$ cat config.mk
export PLATFORM = sky130hd
export DESIGN_NAME = hazard_ctrl
export DESIGN_NICKNAME = d
export VERILOG_FILES = /design/src/rtl/hazard_ctrl.sv
export SDC_FILE = /design/constraint.sdc
export NUM_CORES = 1
export LEC_CHECK = 0
export BUFFER_PORTS_ARGS = -buffer_cell sky130_fd_sc_hd__buf_2
export CAP_MARGIN = 20
export CORE_UTILIZATION = 30
export CTS_CLUSTER_DIAMETER = 40
export DETAILED_ROUTE_END_ITERATION = 12
export GPL_ROUTABILITY_DRIVEN = 0
export HOLD_SLACK_MARGIN = 0.08
export SLEW_MARGIN = 20
export SYNTH_ARGS = -nofsm -noshare
export SYNTH_HDL_FRONTEND = slang
export SYNTH_SLANG_ARGS = --single-unit
export TNS_END_PERCENT = 1
$ cat constraint.sdc
create_clock -name clk -period 2.86 [get_ports clk]
set_input_delay 0.286 -clock clk [delete_from_list [all_inputs] [get_ports clk]]
set_output_delay 0.286 -clock clk [all_outputs]
set_load 0.01 [all_outputs]
$ cat src/rtl/hazard_ctrl.sv
// Pipeline interlock controller: stalls and flushes for load-use, taken-branch and
// multi-cycle EX hazards, plus saturating stall/flush performance counters.
//
// state      | meaning
// -----------+-------------------------------------------------------------
// ST_RUN     | normal issue; resolves branch > multi-cycle start > load-use
// ST_FLUSH   | extra branch-penalty cycles; FD holds wrong-path instructions
// ST_MC_WAIT | multi-cycle EX op in flight; front end frozen until done/timeout
module hazard_ctrl #(
  parameter int CNT_W      = 16,
  parameter int BR_PENALTY = 1,
  parameter int MC_TIMEOUT = 64
) (
  input  logic             clk,
  input  logic             rst,
  input  logic [4:0]       fd_rs1,
  input  logic [4:0]       fd_rs2,
  input  logic             fd_uses_rs1,
  input  logic             fd_uses_rs2,
  input  logic             de_ctrl_memrd,
  input  logic             de_ctrl_regwr,
  input  logic [5:0]       de_wr_reg,
  input  logic             ex_br_taken,
  input  logic             ex_mc_start,
  input  logic             ex_mc_done,
  output logic             pc_hold,
  output logic             fd_hold,
  output logic             fd_flush,
  output logic             de_hold,
  output logic             de_bubble,
  output logic             em_bubble,
  output logic             mc_timeout,
  output logic [CNT_W-1:0] stall_cnt,
  output logic [CNT_W-1:0] flush_cnt
);

  typedef enum logic [1:0] {
    ST_RUN     = 2'd0,
    ST_FLUSH   = 2'd1,
    ST_MC_WAIT = 2'd2
  } state_t;

  localparam int TMO_W = (MC_TIMEOUT > 1) ? $clog2(MC_TIMEOUT) : 1;
  localparam logic [TMO_W-1:0] TMO_LAST = TMO_W'(MC_TIMEOUT - 1);
  localparam logic [1:0] REM_INIT = 2'(BR_PENALTY - 1);
  localparam bit BR_MULTI = (BR_PENALTY > 1);
  localparam logic [CNT_W-1:0] CNT_MAX = {CNT_W{1'b1}};

  state_t           state;
  logic [1:0]       rem;
  logic [TMO_W-1:0] tmo;
  logic             lu;
  logic             mc_release;

  // de_wr_reg is 6 bits wide; registers 32..63 can never alias an FD source.
  always_comb begin
    lu = de_ctrl_memrd && de_ctrl_regwr && (de_wr_reg != 6'd0) &&
         ((fd_uses_rs1 && (de_wr_reg == {1'b0, fd_rs1})) ||
          (fd_uses_rs2 && (de_wr_reg == {1'b0, fd_rs2})));
  end

  assign mc_release = ex_mc_done || (tmo == TMO_LAST);

  always_comb begin
    pc_hold   = 1'b0;
    fd_hold   = 1'b0;
    fd_flush  = 1'b0;
    de_hold   = 1'b0;
    de_bubble = 1'b0;
    em_bubble = 1'b0;
    if (!rst) begin
      case (state)
        ST_RUN: begin
          if (ex_br_taken) begin
            fd_flush  = 1'b1;
            de_bubble = 1'b1;
          end else if (ex_mc_start) begin
            pc_hold   = 1'b1;
            fd_hold   = 1'b1;
            de_hold   = 1'b1;
            em_bubble = 1'b1;
          end else if (lu) begin
            pc_hold   = 1'b1;
            fd_hold   = 1'b1;
            de_bubble = 1'b1;
          end
        end
        ST_FLUSH: begin
          fd_flush  = 1'b1;
          de_bubble = 1'b1;
        end
        ST_MC_WAIT: begin
          if (!mc_release) begin
            pc_hold   = 1'b1;
            fd_hold   = 1'b1;
            de_hold   = 1'b1;
            em_bubble = 1'b1;
          end
        end
        default: begin
          pc_hold = 1'b0;
        end
      endcase
    end
  end

  always_ff @(posedge clk) begin
    if (rst) begin
      state      <= ST_RUN;
      rem        <= 2'd0;
      tmo        <= '0;
      mc_timeout <= 1'b0;
      stall_cnt  <= '0;
      flush_cnt  <= '0;
    end else begin
      case (state)
        ST_RUN: begin
          if (ex_br_taken) begin
            if (BR_MULTI) begin
              state <= ST_FLUSH;
              rem   <= REM_INIT;
            end
          end else if (ex_mc_start) begin
            state <= ST_MC_WAIT;
            tmo   <= '0;
          end
        end
        ST_FLUSH: begin
          if (rem <= 2'd1) begin
            state <= ST_RUN;
            rem   <= 2'd0;
          end else begin
            rem <= rem - 1'b1;
          end
        end
        ST_MC_WAIT: begin
          if (ex_mc_done) begin
            state <= ST_RUN;
            tmo   <= '0;
          end else if (tmo == TMO_LAST) begin
            state      <= ST_RUN;
            tmo        <= '0;
            mc_timeout <= 1'b1;
          end else begin
            tmo <= tmo + 1'b1;
          end
        end
        default: begin
          state <= ST_RUN;
        end
      endcase

      if (pc_hold && (stall_cnt != CNT_MAX)) stall_cnt <= stall_cnt + 1'b1;
      if (fd_flush && (flush_cnt != CNT_MAX)) flush_cnt <= flush_cnt + 1'b1;
    end
  end

endmodule

* Word-level counts from Yosys, hierarchy flattened
Index checks and enable logic that the tools add are counted.
Storage, ports and cells: bits in registers 43, input port bits 25, output and inout port bits 39, logic and storage cells 67
Operators by class: add/sub/neg operators 4, order comparisons 1, equality and inequality tests 11, multiplexer cells 29, bitwise gates (word level) 1, reductions and logical operators 15
Operators with widths (count):
- adder 16 x 1 -> 16 bit (second input constant) | 2
- inequality test 16 bit (second input constant) | 2
- two-way mux 6 bit | 4
- two-way mux 1 bit | 13
- equality test 6 x 5 -> 1 bit | 2
- two-way mux 2 bit | 6
- one-hot mux 6 bit (2 select lines) | 1
- one-hot mux 1 bit (2 select lines) | 4
- logical AND 1 bit | 7
- adder 6 x 1 -> 6 bit (second input constant) | 1
- equality test 6 bit (second input constant) | 1
- inequality test 2 bit (second input constant) | 3
- one-hot mux 2 bit (3 select lines) | 1
- AND reduction 3 bit | 2
- nonzero test 6 bit | 1
- AND reduction 4 bit | 1
- inequality test 3 bit (second input constant) | 1
- equality test 2 x 1 -> 1 bit (second input constant) | 1
- equality test 2 bit (second input constant) | 1
- <= comparator 2 x 1 -> 1 bit (second input constant) | 1
- logical NOT 2 bit | 1
- logical OR 1 bit | 2
- nonzero test 2 bit | 1
- subtractor 2 x 1 -> 2 bit (second input constant) | 1
- NOT 1 bit | 1

* Longest topological paths before layout
Gate-level depths: netlist of run 1.
depth after elaboration 10, depth in mapped cells 9, gate-level depth less buffers 8

* Worst setup path after synthesis of run 1
OpenSTA, ideal clock, no wires.
path kind register to output, from register tmo[0], to output pc_hold, data arrival time 1.803 ns, data required time 2.574 ns, path slack 0.771 ns, stages on the path, launching flop included 9, buffers on the path 2, path through dfxtp_1 > ha_1 > and4_1 > a21boi_4 > o221a_2 > a21oi_4 > buf_4 > inv_1 > buf_4
Between the ends: longest elaborated chain between the ends 5
RTL lines:
- from (decl) | line 51 | logic [TMO_W-1:0] tmo;
- from (signal assigned) | line 145 | tmo <= tmo + 1'b1;
- equality test 6 bit | line 62 | assign mc_release = ex_mc_done || (tmo == TMO_LAST);
- logical OR 1 bit | line 62
- two-way mux 1 bit
- one-hot mux 1 bit (2 select lines)
- two-way mux 1 bit
- to (decl) | line 26 | output logic pc_hold,
No other way between the ends.

* Worst setup path after layout of run 1
from register tmo[0], to output fd_hold
Between the ends: longest elaborated chain between the ends 5
RTL lines:
- equality test 6 bit | line 62
- logical OR 1 bit | line 62
- two-way mux 1 bit | line 93 | if (!mc_release) begin
- one-hot mux 1 bit (2 select lines) | line 72 | case (state)
- two-way mux 1 bit | line 71 | if (!rst) begin
- to (decl) | line 27 | output logic fd_hold,
No other way between the ends.

==> impl_metrics.json, run 1 <==
{
  "synth_fa_ha_area_frac": 0.01768,
  "finalPower_uw": 1065,
  "drtIter0Drc": 110,
  "drc": 0,
  "io-pin-count": 64,
  "grt_overflow": 0,
  "crit_buf_inv": 2,
  "grt_pass1_vias": 1842,
  "cp.required_ns": 2.57,
  "crit_chain": "ha_1 -> and4_1 -> a21boi_4 -> o211a_1 -> a21oi_4 -> inv_1 -> buf_2",
  "num-fill-cells": 763,
  "seqPwrFrac": 0.533,
  "antenna_cells": 0,
  "cts.clk_slew.worst_paths_ns": 0.08,
  "skew_ns": 0.009989,
  "tightest_slew_ns": 0.5982,
  "port_buffers": 63,
  "grtUsageMet2": 0.2251,
  "vias_per_cell": 5.158,
  "synth_top_family_by_area": "simple AND/OR/NAND/NOR gates",
  "swShare": 0.2518,
  "met3_usage": 0.02984,
  "cp-start-kind": "flop",
  "placementRows": 30,
  "netlist_instances": 254,
  "yosysMostFrequentCell": "dfxtp_1",
  "fin_crit_sh": 0.8833,
  "place_hpwl_mm": 3.664,
  "synth_top_area_cell": "dfxtp_1",
  "fin_tns_setup_ns": 0,
  "fin_nets": 343,
  "internal_power_uw": 796.7,
  "syn_area_per_cell_um2": 8.359,
  "setup_violations": 0,
  "routed_wl_mm": 5.196,
  "clock_path_buffers": 2,
  "cts_max_level": 2,
  "core_area_um2": 6832,
  "grt_setup_unrepaired": "no",
  "first_pass_iters": 4,
  "detail_route.wl_per_cell_um": 12.61,
  "numCtsBuffers": 5,
  "synth_common_cells": "40 x dfxtp_1, 27 x nor2_1, 18 x xnor2_1",
  "root_buffer": "clkbuf_8",
  "hold_violations": 0,
  "synth-compound-area-share": 0.1903,
  "die_y_um": 86.13,
  "die-area_um2": 7418,
  "grt_max_degree": 29,
  "gr-usage-all-layers": 0.1389,
  "outcome": "complete, no violations",
  "slew_viol_final": 0,
  "critPathKind": "reg -> out",
  "drv_cap": 0,
  "pwr-share-clk": 0.372,
  "synth-xor-area-share": 0.09487,
  "power_density_nw_per_um2": 408.0,
  "area_growth_pct": 22.92,
  "path_max_fanout": 14,
  "p_switching_uw": 268.1,
  "synth_cell_types": 46,
  "drive_gt1_frac": 0.2563,
  "max_stage_delay_ns": 0.36,
  "antenna_left": 0,
  "use_met1": 0.1803,
  "clkSinkCount": 40,
  "start_util": 0.3108,
  "clk_latency_ns": 0.29,
  "muxShareOfSynthArea": 0.01002,
  "yosys.area_share.simple": 0.2669,
  "cp.arrival_ns": 2.24,
  "max_slew_margin": 0.6012,
  "path_delay_family": "compound AO/OA/AOI/OAI gates",
  "post-cts-setup-buffer-count": 0,
  "combinationalPowerShare": 0.095,
  "ys_async_sr_fraction": 0,
  "vias": 2125,
  "hold_class": "in -> reg",
  "synth_edf_count": 0,
  "cts_tree": "yes",
  "die_w_um": 86.13,
  "synth_top_area_frac": 0.3771,
  "max_freq_mhz": 395.8,
  "synth.area.top_cells": "dfxtp_1 38%, xnor2_1 7.4%, nor2_1 4.8%, a21oi_1 4.0%, nand3_1 4.0%",
  "max-vdd-ir-drop_mv": 0.1710,
  "busiest_layer": "met2",
  "cp_slowest_cell": "dfxtp_1",
  "grt_antenna_before_repair": 0,
  "ys.flop_type": "dfxtp_1",
  "ys_warn_count": 0,
  "crit_path_end_kind": "output pin",
  "synth_seq_cells": 40,
  "leakagePower_uw": 0.001016,
  "yosysSeqAreaShare": 0.3771,
  "synth_area_um2": 2123,
  "period_minus_slack_ns": 2.526,
  "synth.net_count": 282,
  "grt_first_pass_wirelength_mm": 8.280
}
==> through the flow <==
| step | setup WS, ns | instance area (µm²) | hold slack [ns] | cells | util |
|---|---|---|---|---|---|
| 6_report | 0.3337 | 2610 | 0.3115 | 412 | 0.3821 |
| 5_1_grt | 0.1571 | 2610 | 0.3248 | 412 | 0.3821 |
| 3_5_place_dp | 0.4764 | 2509 | 0.4792 | 403 | 0.3672 |
| 4_1_cts | 0.1456 | 2601 | 0.3079 | 411 | 0.3808 |
| 2_1_floorplan | 0.7714 | 2123 | 0.4714 | 254 | - |
| 3_3_place_gp | 0.5149 | 2509 | 0.4725 | 403 | 0.3672 |
==> worst reg2reg max path, stage by stage (launching register included) <==
cell	delay, ns
dfxtp_1	0.33
ha_1	0.23
and4_1	0.25
a21boi_4	0.24
o211a_1	0.27
a21oi_2	0.20
or4_1	0.55
a21oi_1	0.15
==> cells by family (layout without fill, tap and decap cells) <==
family,Yosys count,after routing
adders and majority gates,3,3
xor gates and xnor gates,23,23
muxes,2,2
buffers and inverters,20,81
and+or+nand+nor,109,109
AOI/OAI and AO/OA,57,58
DFF,40,40
==> cells in the final DEF (no fill, tap or decap), types with 2 or more instances in the layout <==
cell      instances
and3_1            3
nand4_1          11
o221a_2           2
or4_1             6
nor4_1            5
o31ai_1           4
nand2_1          17
xnor2_1          18
xor2_1            5
a21oi_1          17
o41ai_1           4
nor3_1            4
ha_1              3
clkbuf_8          6
a311oi_1          2
a22oi_1           3
nand3_1          17
or3_1             7
inv_1             9
buf_2            63
nor2_1           27
o21ai_0          10
a211oi_1          2
o311ai_0          5
dfxtp_1          40
nand2b_1          3
clkinv_2          2
and4_1            2
==> sequential cells by signal (all words and copies together), names as in the netlist <==
signal / count
flush_cnt: 16
state: 1
mc_timeout: 1
stall_cnt: 16
tmo: 6
==> power groups by stage <==
stage,Clock (µW),Sequential (µW),Combinational (µW)
after floorplan,0,582,59.1
after global placement,0,581,98.4
after detailed placement,0,581,99.1
after CTS,410,568,99.6
after global routing,433,569,112
final,396,568,101
==> per-layer routing <==
layer,vias up,wire (µm)
met4,0,74
met3,9,245
li1,1067,-
met1,996,2452
met2,53,2424
met5,-,0
==> area by class of cell <==
| class | instances | area, µm² | area share |
|---|---|---|---|
| Sequential cell | 40 | 800.8 | 0.3068 |
| Clock inverter | 2 | 10.01 | 0.003835 |
| Inverter | 9 | 33.78 | 0.01294 |
| Timing Repair Buffer | 64 | 322.8 | 0.1237 |
| Multi-Input combinational cell | 195 | 1240 | 0.4751 |
| Tap cell | 96 | 120.1 | 0.04602 |
| Clock buffer | 6 | 82.58 | 0.03164 |
==> final timing paths <==
path | end | from | cells after the start | slack, ns
max | fd_hold | tmo[0] | 7 | 0.33
min reg2reg | mc_timeout | mc_timeout | 2 | 0.49
min | state[1] | ex_mc_start | 2 | 0.31
max reg2reg | stall_cnt[6] | tmo[0] | 7 | 0.58
==> timing repair <==
item	in CTS	in global routing
endpoints found under the setup margin	0	2
endpoints found under the hold margin	0	0
gates resized for setup	0	0
hold buffers	0	0
(Power assumes the default switching activity.)
==> run 2, diff against run 1 <==
==> constraint.sdc (replaced) <==
create_clock -name clk -period 2.86 [get_ports clk]
set_input_delay 0.143 -clock clk [delete_from_list [all_inputs] [get_ports clk]]
set_output_delay 0.143 -clock clk [all_outputs]
set_load 0.01 [all_outputs]
==> impl_metrics.json, run 2 (synthesized netlist as in run 1, its figures left out) <==
{
  "outcome": "complete, no violations",
  "max_slew_margin": 0.6191,
  "area_growth_pct": 21.80,
  "hold_violations": 0,
  "first_pass_iters": 4,
  "placementRows": 30,
  "hold_start": "ex_mc_start",
  "clk_latency_ns": 0.29,
  "antenna_cells": 0,
  "gr-usage-all-layers": 0.1402,
  "drtIter0Drc": 82,
  "internal_power_uw": 769.5,
  "cp.arrival_ns": 2.39,
  "crit_path_start": "tmo[0]",
  "cts_max_level": 2,
  "routed_wl_mm": 4.992,
  "critPathKind": "reg -> out",
  "dpl_cell_area_um2": 2509,
  "fin_area_um2": 2586,
  "io-pin-count": 64,
  "grt_pass1_vias": 1808,
  "leakagePower_uw": 0.001005,
  "start_util": 0.3108,
  "vias_per_cell": 4.954,
  "final_common_cell": "buf_2",
  "grt_setup_unrepaired": "no",
  "clock_path_buffers": 2,
  "grt_first_pass_wirelength_mm": 8.404,
  "path_max_fanout": 28,
  "vias": 2031,
  "antenna_left": 0,
  "detail_route.wl_per_cell_um": 12.18,
  "num-fill-cells": 742,
  "numCtsBuffers": 5,
  "cp.required_ns": 2.72,
  "fin_tns_setup_ns": 0,
  "place_hpwl_mm": 3.644,
  "r2r-start": "tmo[0]",
  "clkSinkCount": 40,
  "fin_nets": 342,
  "max_freq_mhz": 395.2,
  "multi_input_area_um2": 1231,
  "fin_crit_sh": 0.8848,
  "slew_viol_final": 0,
  "root_buffer": "clkbuf_8",
  "p_switching_uw": 250.5,
  "die-area_um2": 7418,
  "skew_ns": 0.009739,
  "swShare": 0.2456,
  "ff_latch_area_um2": 800.8,
  "seqPwrFrac": 0.557,
  "grt_antenna_before_repair": 0,
  "ctsResizeCount": 0,
  "combinationalPowerShare": 0.096,
  "period_minus_slack_ns": 2.530,
  "setup_violations": 0,
  "drc": 0,
  "cts.clk_slew.worst_paths_ns": 0.07,
  "reg_top3": "flush_cnt x16, stall_cnt x16, tmo x6",
  "grt_max_degree": 29,
  "power_density_nw_per_um2": 394.4,
  "port_buffers": 63,
  "die_y_um": 86.13,
  "tightest_slew_ns": 0.5701,
  "pwr-share-clk": 0.347,
  "cts_tree": "yes",
  "drive_gt1_frac": 0.2484,
  "crit_path_end_kind": "output pin",
  "drv_cap": 0,
  "core_area_um2": 6832,
  "max-vdd-ir-drop_mv": 0.1755,
  "die_w_um": 86.13,
  "grt_overflow": 0,
  "post-cts-setup-buffer-count": 0,
  "hold_class": "in -> reg",
  "final_cell_mix": "63 x buf_2, 40 x dfxtp_1, 27 x nor2_1",
  "cp-start-kind": "flop",
  "postCtsHoldBufs": 0
}
## run 2: cell count changes in the layout (fill, tap and decap cells not counted), sizes merged
cell / previous run / this run
clkinv: 2 / 1
a21oi: 19 / 18
## run 2: layer usage
metal | GRT usage | wire length, µm | vias up
met3 | 0.04235 | 267 | 7
met4 | 0.03333 | 58 | 0
li1 | - | - | 1060
met1 | 0.1880 | 2483 | 919
met2 | 0.2201 | 2183 | 45
met5 | 0 | 0 | -
## run 2: power by group through the flow
stage | combinational [µW] | clock [µW] | sequential, µW
2_1_floorplan | 59.1 | 0 | 582
3_5_place_dp | 99.1 | 0 | 581
4_1_cts | 99.2 | 372 | 568
3_3_place_gp | 98.2 | 0 | 581
6_report | 97.8 | 354 | 568
5_1_grt | 108 | 393 | 570
## run 2: worst max-delay path, stage by stage, from the launching register on
cell	delay, ns
dfxtp_1	0.36
ha_1	0.21
and4_1	0.28
a21boi_4	0.10
o211a_1	0.25
a21oi_4	0.50
inv_1	0.21
buf_2	0.19
## run 2: worst paths after layout
kind | end | slack, ns | cells after the start
worst max-delay path | fd_hold | 0.33 | 7
worst min-delay path | state[1] | 0.17 | 2
worst max register to register | stall_cnt[10] | 0.54 | 8
worst min register to register | mc_timeout | 0.51 | 2
## run 2: metrics by stage
step	total power, µW	setup slack [ns]	cells	util	hold WS, ns
3_5_place_dp	680.5	0.5525	403	0.3672	0.4760
4_1_cts	1040	0.3170	410	0.3786	0.1622
5_1_grt	1071	0.1282	410	0.3786	0.1628
3_3_place_gp	679.3	0.5870	403	0.3672	0.4679
2_1_floorplan	640.9	0.7743	254	-	0.3284
6_report	1020	0.3296	410	0.3786	0.1667
## run 2: cell type report
class | count | area share
tap | 96 | 0.04644
clock inverter | 1 | 0.001935
inverter | 9 | 0.01306
timing repair buffer | 64 | 0.1248
sequential | 40 | 0.3096
multi-input combinational | 194 | 0.4761
clock buffer | 6 | 0.02806
